[config.mk]
export PLATFORM = sky130hd
export DESIGN_NAME = echo_queue
export DESIGN_NICKNAME = d
export VERILOG_FILES = /design/src/rtl/echo_queue.sv
export SDC_FILE = /design/constraint.sdc
export NUM_CORES = 1
export LEC_CHECK = 0
export CAP_MARGIN = 20
export CORE_UTILIZATION = 52
export DETAILED_ROUTE_END_ITERATION = 8
export PLACE_DENSITY = 0.78
export SYNTH_ARGS = -nofsm -noshare
export SYNTH_HDL_FRONTEND = slang
export SYNTH_SLANG_ARGS = --single-unit
[constraint.sdc]
create_clock -name CLK -period 3.49 [get_ports CLK]
set_input_delay 1.047 -clock CLK [delete_from_list [all_inputs] [get_ports CLK]]
set_output_delay 1.047 -clock CLK [all_outputs]
set_load 0.01 [all_outputs]
[src/rtl/echo_queue.sv]
// Echo block: DEPTH-entry request FIFO feeding a one-entry delay register that answers on indication_heard.
// Optional response counter output heard_count enabled by defining ECHO_QUEUE_COUNT_EN.
module echo_queue #(
  parameter int DATA_WIDTH = 32,
  parameter int DEPTH      = 4
) (
  input  logic                      CLK,
  input  logic                      nRST,
  input  logic                      request_say__ENA,
  input  logic [DATA_WIDTH-1:0]     request_say_meth,
  input  logic [DATA_WIDTH-1:0]     request_say_v,
  output logic                      request_say__RDY,
  input  logic                      request_say2__ENA,
  input  logic [DATA_WIDTH-1:0]     request_say2_meth,
  input  logic [DATA_WIDTH-1:0]     request_say2_v,
  output logic                      request_say2__RDY,
  output logic                      indication_heard__ENA,
  output logic [DATA_WIDTH-1:0]     indication_heard_meth,
  output logic [DATA_WIDTH-1:0]     indication_heard_v,
  input  logic                      indication_heard__RDY,
  input  logic [1:0]                rule_enable,
  output logic [1:0]                rule_ready,
  output logic [$clog2(DEPTH):0]    occupancy
`ifdef ECHO_QUEUE_COUNT_EN
  ,
  output logic [31:0]               heard_count
`endif
);

  localparam int AW = $clog2(DEPTH);
  localparam int CW = AW + 1;
  localparam int MW = 2 * DATA_WIDTH;

  logic [MW-1:0] mem [DEPTH];
  logic [AW-1:0] wr_ptr;
  logic [AW-1:0] rd_ptr;
  logic [CW-1:0] count;
  logic          busy_delay;
  logic [MW-1:0] delay_q;

  logic          full;
  logic          empty;
  logic          say_fire;
  logic          say2_fire;
  logic          enq;
  logic [MW-1:0] enq_data;
  logic          delay_ready;
  logic          respond_ready;
  logic          pop;
  logic          respond_fire;

  assign full  = (count == CW'(DEPTH));
  assign empty = (count == '0);

  // Ready signals depend only on registered state plus the listed inputs.
  always_comb begin
    request_say__RDY  = !full;
    request_say2__RDY = !full && !request_say__ENA;
    say_fire          = request_say__ENA && request_say__RDY;
    say2_fire         = request_say2__ENA && request_say2__RDY;
    enq               = say_fire || say2_fire;
    enq_data          = say_fire ? {request_say_meth, request_say_v}
                                 : {request_say2_meth, request_say2_v};
  end

  always_comb begin
    respond_ready = busy_delay && indication_heard__RDY;
    delay_ready   = !empty && (!busy_delay || respond_ready);
    respond_fire  = respond_ready && rule_enable[1];
    pop           = delay_ready && rule_enable[0];
    rule_ready    = {respond_ready, delay_ready};
  end

  assign indication_heard__ENA = respond_fire;
  assign indication_heard_meth = delay_q[MW-1:DATA_WIDTH];
  assign indication_heard_v    = delay_q[DATA_WIDTH-1:0];
  assign occupancy             = count;

  // Storage array is left unreset; pointers alone define validity.
  always_ff @(posedge CLK) begin
    if (enq) mem[wr_ptr] <= enq_data;
  end

  always_ff @(posedge CLK or negedge nRST) begin
    if (!nRST) begin
      wr_ptr <= '0;
      rd_ptr <= '0;
      count  <= '0;
    end else begin
      if (enq) wr_ptr <= wr_ptr + AW'(1);
      if (pop) rd_ptr <= rd_ptr + AW'(1);
      case ({enq, pop})
        2'b10:   count <= count + CW'(1);
        2'b01:   count <= count - CW'(1);
        default: count <= count;
      endcase
    end
  end

  always_ff @(posedge CLK or negedge nRST) begin
    if (!nRST) begin
      busy_delay <= 1'b0;
      delay_q    <= '0;
    end else if (pop) begin
      busy_delay <= 1'b1;
      delay_q    <= mem[rd_ptr];
    end else if (respond_fire) begin
      busy_delay <= 1'b0;
    end
  end

`ifdef ECHO_QUEUE_COUNT_EN
  logic [31:0] heard_count_q;

  always_ff @(posedge CLK or negedge nRST) begin
    if (!nRST)             heard_count_q <= '0;
    else if (respond_fire) heard_count_q <= heard_count_q + 32'd1;
  end

  assign heard_count = heard_count_q;
`endif

endmodule

==> metrics.cfg <==
[worst_setup_path]
cp.arrival_ns = 2.29
required_ns = 2.44
r2r_setup_slack_ns = 1.08
path_buf_inv = 2
cpMaxStageDelayCell = clkdlybuf4s50_1
cp_cell_sequence = clkdlybuf4s50_1 > nor2b_1 > nor2_1 > clkdlybuf4s50_1
critPathLaunchType = primary input
cp-end-kind = output port
cp_max_fo = 5
critPathKind = in2out
cp_common_cell = clkdlybuf4s50_1
critPathTopFamily = buffers and inverters
critPathMaxStageDelay_ns = 0.54
crit_cells = 4
reg2reg_depth = 9

[die]
rows = 57
die_area_um2 = 25900
start_util_pct = 53.6
coreArea_um2 = 24500
ios = 207
die_x_um = 161
die_h_um = 161

[pwr]
p_leak_nw = 5.91
vdd_drop_max_uv = 541
total_power_w = 0.0147
power_density_nw_per_um2 = 884

[layout]
fin_cells = 1167
fin_area_um2 = 16700
post_route_cells_drive_above_1_share_pct = 31.0
nets = 959
diodes = 0
area_growth_pct = 26.8
final_util_pct = 68.0

[global_route]
overflow = 0
grt_max_degree = 66
grt_pass1_wl_um = 38500
antenna_found_initial = 0
grt_usage_pct = 19.6
first_global_vias = 7056

[yosys]
seq_area_frac_synth_pct = 72.2
ys.flop_type = edfxtp_1
synthTopCellsByCount = 256 x edfxtp_1, 79 x mux2_2, 72 x dfrtp_1
yosysUniqueCellTypes = 31
synth.most_common_cell = edfxtp_1
synth-edff-count = 256
synth_area_um2 = 13100
yosysWarningCount = 0
synthCells = 593
syn_nets = 734
synthArstFlopShare_pct = 22.0
netlist.area_leader.share_pct = 58.5
ys_ff_latch = 328
avgSynthCellArea_um2 = 22.2
yosysTopAreaCell = edfxtp_1
synth.area.top_cells = edfxtp_1 58%, dfrtp_1 14%, mux4_2 11%

[drt]
vias = 6431
drtIter0Drc = 323
postRouteWirelength_um = 24600
routed_via_density = 5.51
ant_nets = 0
dr.pass1.iters = 4
wire_per_inst_um = 21.0
drc = 0

[clock_tree]
clkTransAtPathRegs_ns = 0.06
clock_latency_ns = 0.50
cts_root_buf = clkbuf_16
cts_hold_buf = 0
cts_setup_buffers = 0
cts_sinks = 328
cts_tree = done
cts_buffers = 34
htree_levels = 2
post_cts_resize_count = 0
cts_max_path_buffers = 3

[timing]
maxSlewViolCount = 0
min_period_over_period_pct = 95.6
final-hold-violation-count = 0
fin_setup_tns_ns = 0
setup_viol = 0
min_period_ns = 3.34
tightest_slew_ns = 1.02
fmax_mhz = 300
fin_skew_ns = 0.0136
slew_headroom_pct = 32.1
rsz0062_at_grt = false

[run]
drv_cap = 0

[worst_hold_path]
min_path_cells = 1
hold_path.class = reg2reg

[place]
place_congestion = 0.724
dpl_cell_area_um2 = 15600
port_buffers = 206
dp_hpwl_um = 15000
placed_cells = 1106

[outcome]
status = finished, final reports clean

-- metal layers --
layer  global-route usage (%)  part of all wire (%)  up-vias
met5                        0                     0        -
met4                     6.65                   2.4        0
met3                     3.16                   4.4       41
met2                     33.8                    52      191
met1                     25.5                    41     3364
li1                         -                     -     2835
-- cell families (layout without fill, tap and decap cells) --
| kind of cell | Yosys count | count (layout) | share of synthesized area [%] |
|---|---|---|---|
| xor gates and xnor gates | 6 | 6 | 0.400 |
| adders and majority gates | 6 | 6 | 0.628 |
| DFF | 328 | 328 | 72.2 |
| AOI/OAI and AO/OA | 1 | 1 | 0.0571 |
| muxes | 194 | 194 | 23.5 |
| and+or+nand+nor | 21 | 21 | 0.952 |
| buffers and inverters | 37 | 287 | 2.31 |
-- path summary, 6_finish.rpt --
check | from | end
hold / removal | delay_q[16]$_DFFE_PN0P_ | delay_q[16]$_DFFE_PN0P_
min in group asynchronous | nRST | delay_q[23]$_DFFE_PN0P_
max in group asynchronous | nRST | occupancy[2]$_DFFE_PN0P_
hold reg to reg | delay_q[16]$_DFFE_PN0P_ | delay_q[16]$_DFFE_PN0P_
setup reg to reg | occupancy[1]$_DFFE_PN0P_ | occupancy[2]$_DFFE_PN0P_
setup / recovery | indication_heard__RDY | rule_ready[0]
-- power breakdown --
part	internal, W	leakage, nW	switching, W	total [W]
Combinational	0.00279	2.18	0.00189	0.00468
Sequential	0.00582	3.21	0.000752	0.00658
Clock	0.00209	0.519	0.00139	0.00348
Total	0.0107	5.91	0.00403	0.0147
-- worst register-to-register path: stages, from the launching register on --
cell and delay, ns:
dfrtp_1 0.44, or3b_1 0.49, o21a_1 0.25, inv_1 0.11
ha_1 0.19, inv_1 0.06, fa_1 0.37, xor2_1 0.15
nor2_1 0.11, xor2_1 0.16
-- cell usage in the layout (no fill, tap or decap) --
cell type	instances
mux2_1	1
buf_4	3
buf_12	11
clkbuf_1	13
nor2_1	2
clkinv_2	4
dfrtp_1	70
clkdlybuf4s50_1	205
nor3_1	2
clkinvlp_4	3
inv_1	6
and3_1	1
edfxtp_1	256
xor2_1	3
mux4_2	64
mux2i_1	1
clkinv_1	2
bufinv_16	2
and2_4	4
o21a_1	1
mux2_2	79
nor2b_1	2
mux2_4	49
inv_4	1
or3_1	1
clkbuf_16	37
nand3_2	1
ha_1	5
fa_1	1
and2_1	1
nand2_4	1
nand2_1	4
nand2b_1	1
dfrtp_4	2
xnor2_1	3
or3b_1	1
-- cell type report --
cell class / instances / area (um^2)
clock inverter: 11 / 110
fill: 1600 / 7860
timing repair buffer: 219 / 2290
sequential: 328 / 9500
multi-input combinational: 228 / 3370
inverter: 7 / 28.8
clock buffer: 50 / 975
tap: 324 / 405
-- registers in the layout (all words and copies together) (netlist names) --
| signal | cells |
|---|---|
| wr_ptr | 2 |
| occupancy | 3 |
| delay_q | 64 |
| rd_ptr | 2 |
| busy_delay | 1 |
| mem | 256 |
-- stage by stage --
stage               hold slack (ns)  setup slack [ns]
detailed placement            0.496             0.163
finish                        0.509             0.153
global placement              0.493             0.168
global route                  0.521             0.112
CTS                           0.511             0.158
floorplan                     0.485             0.255
Power figures use the tool's default switching activity.
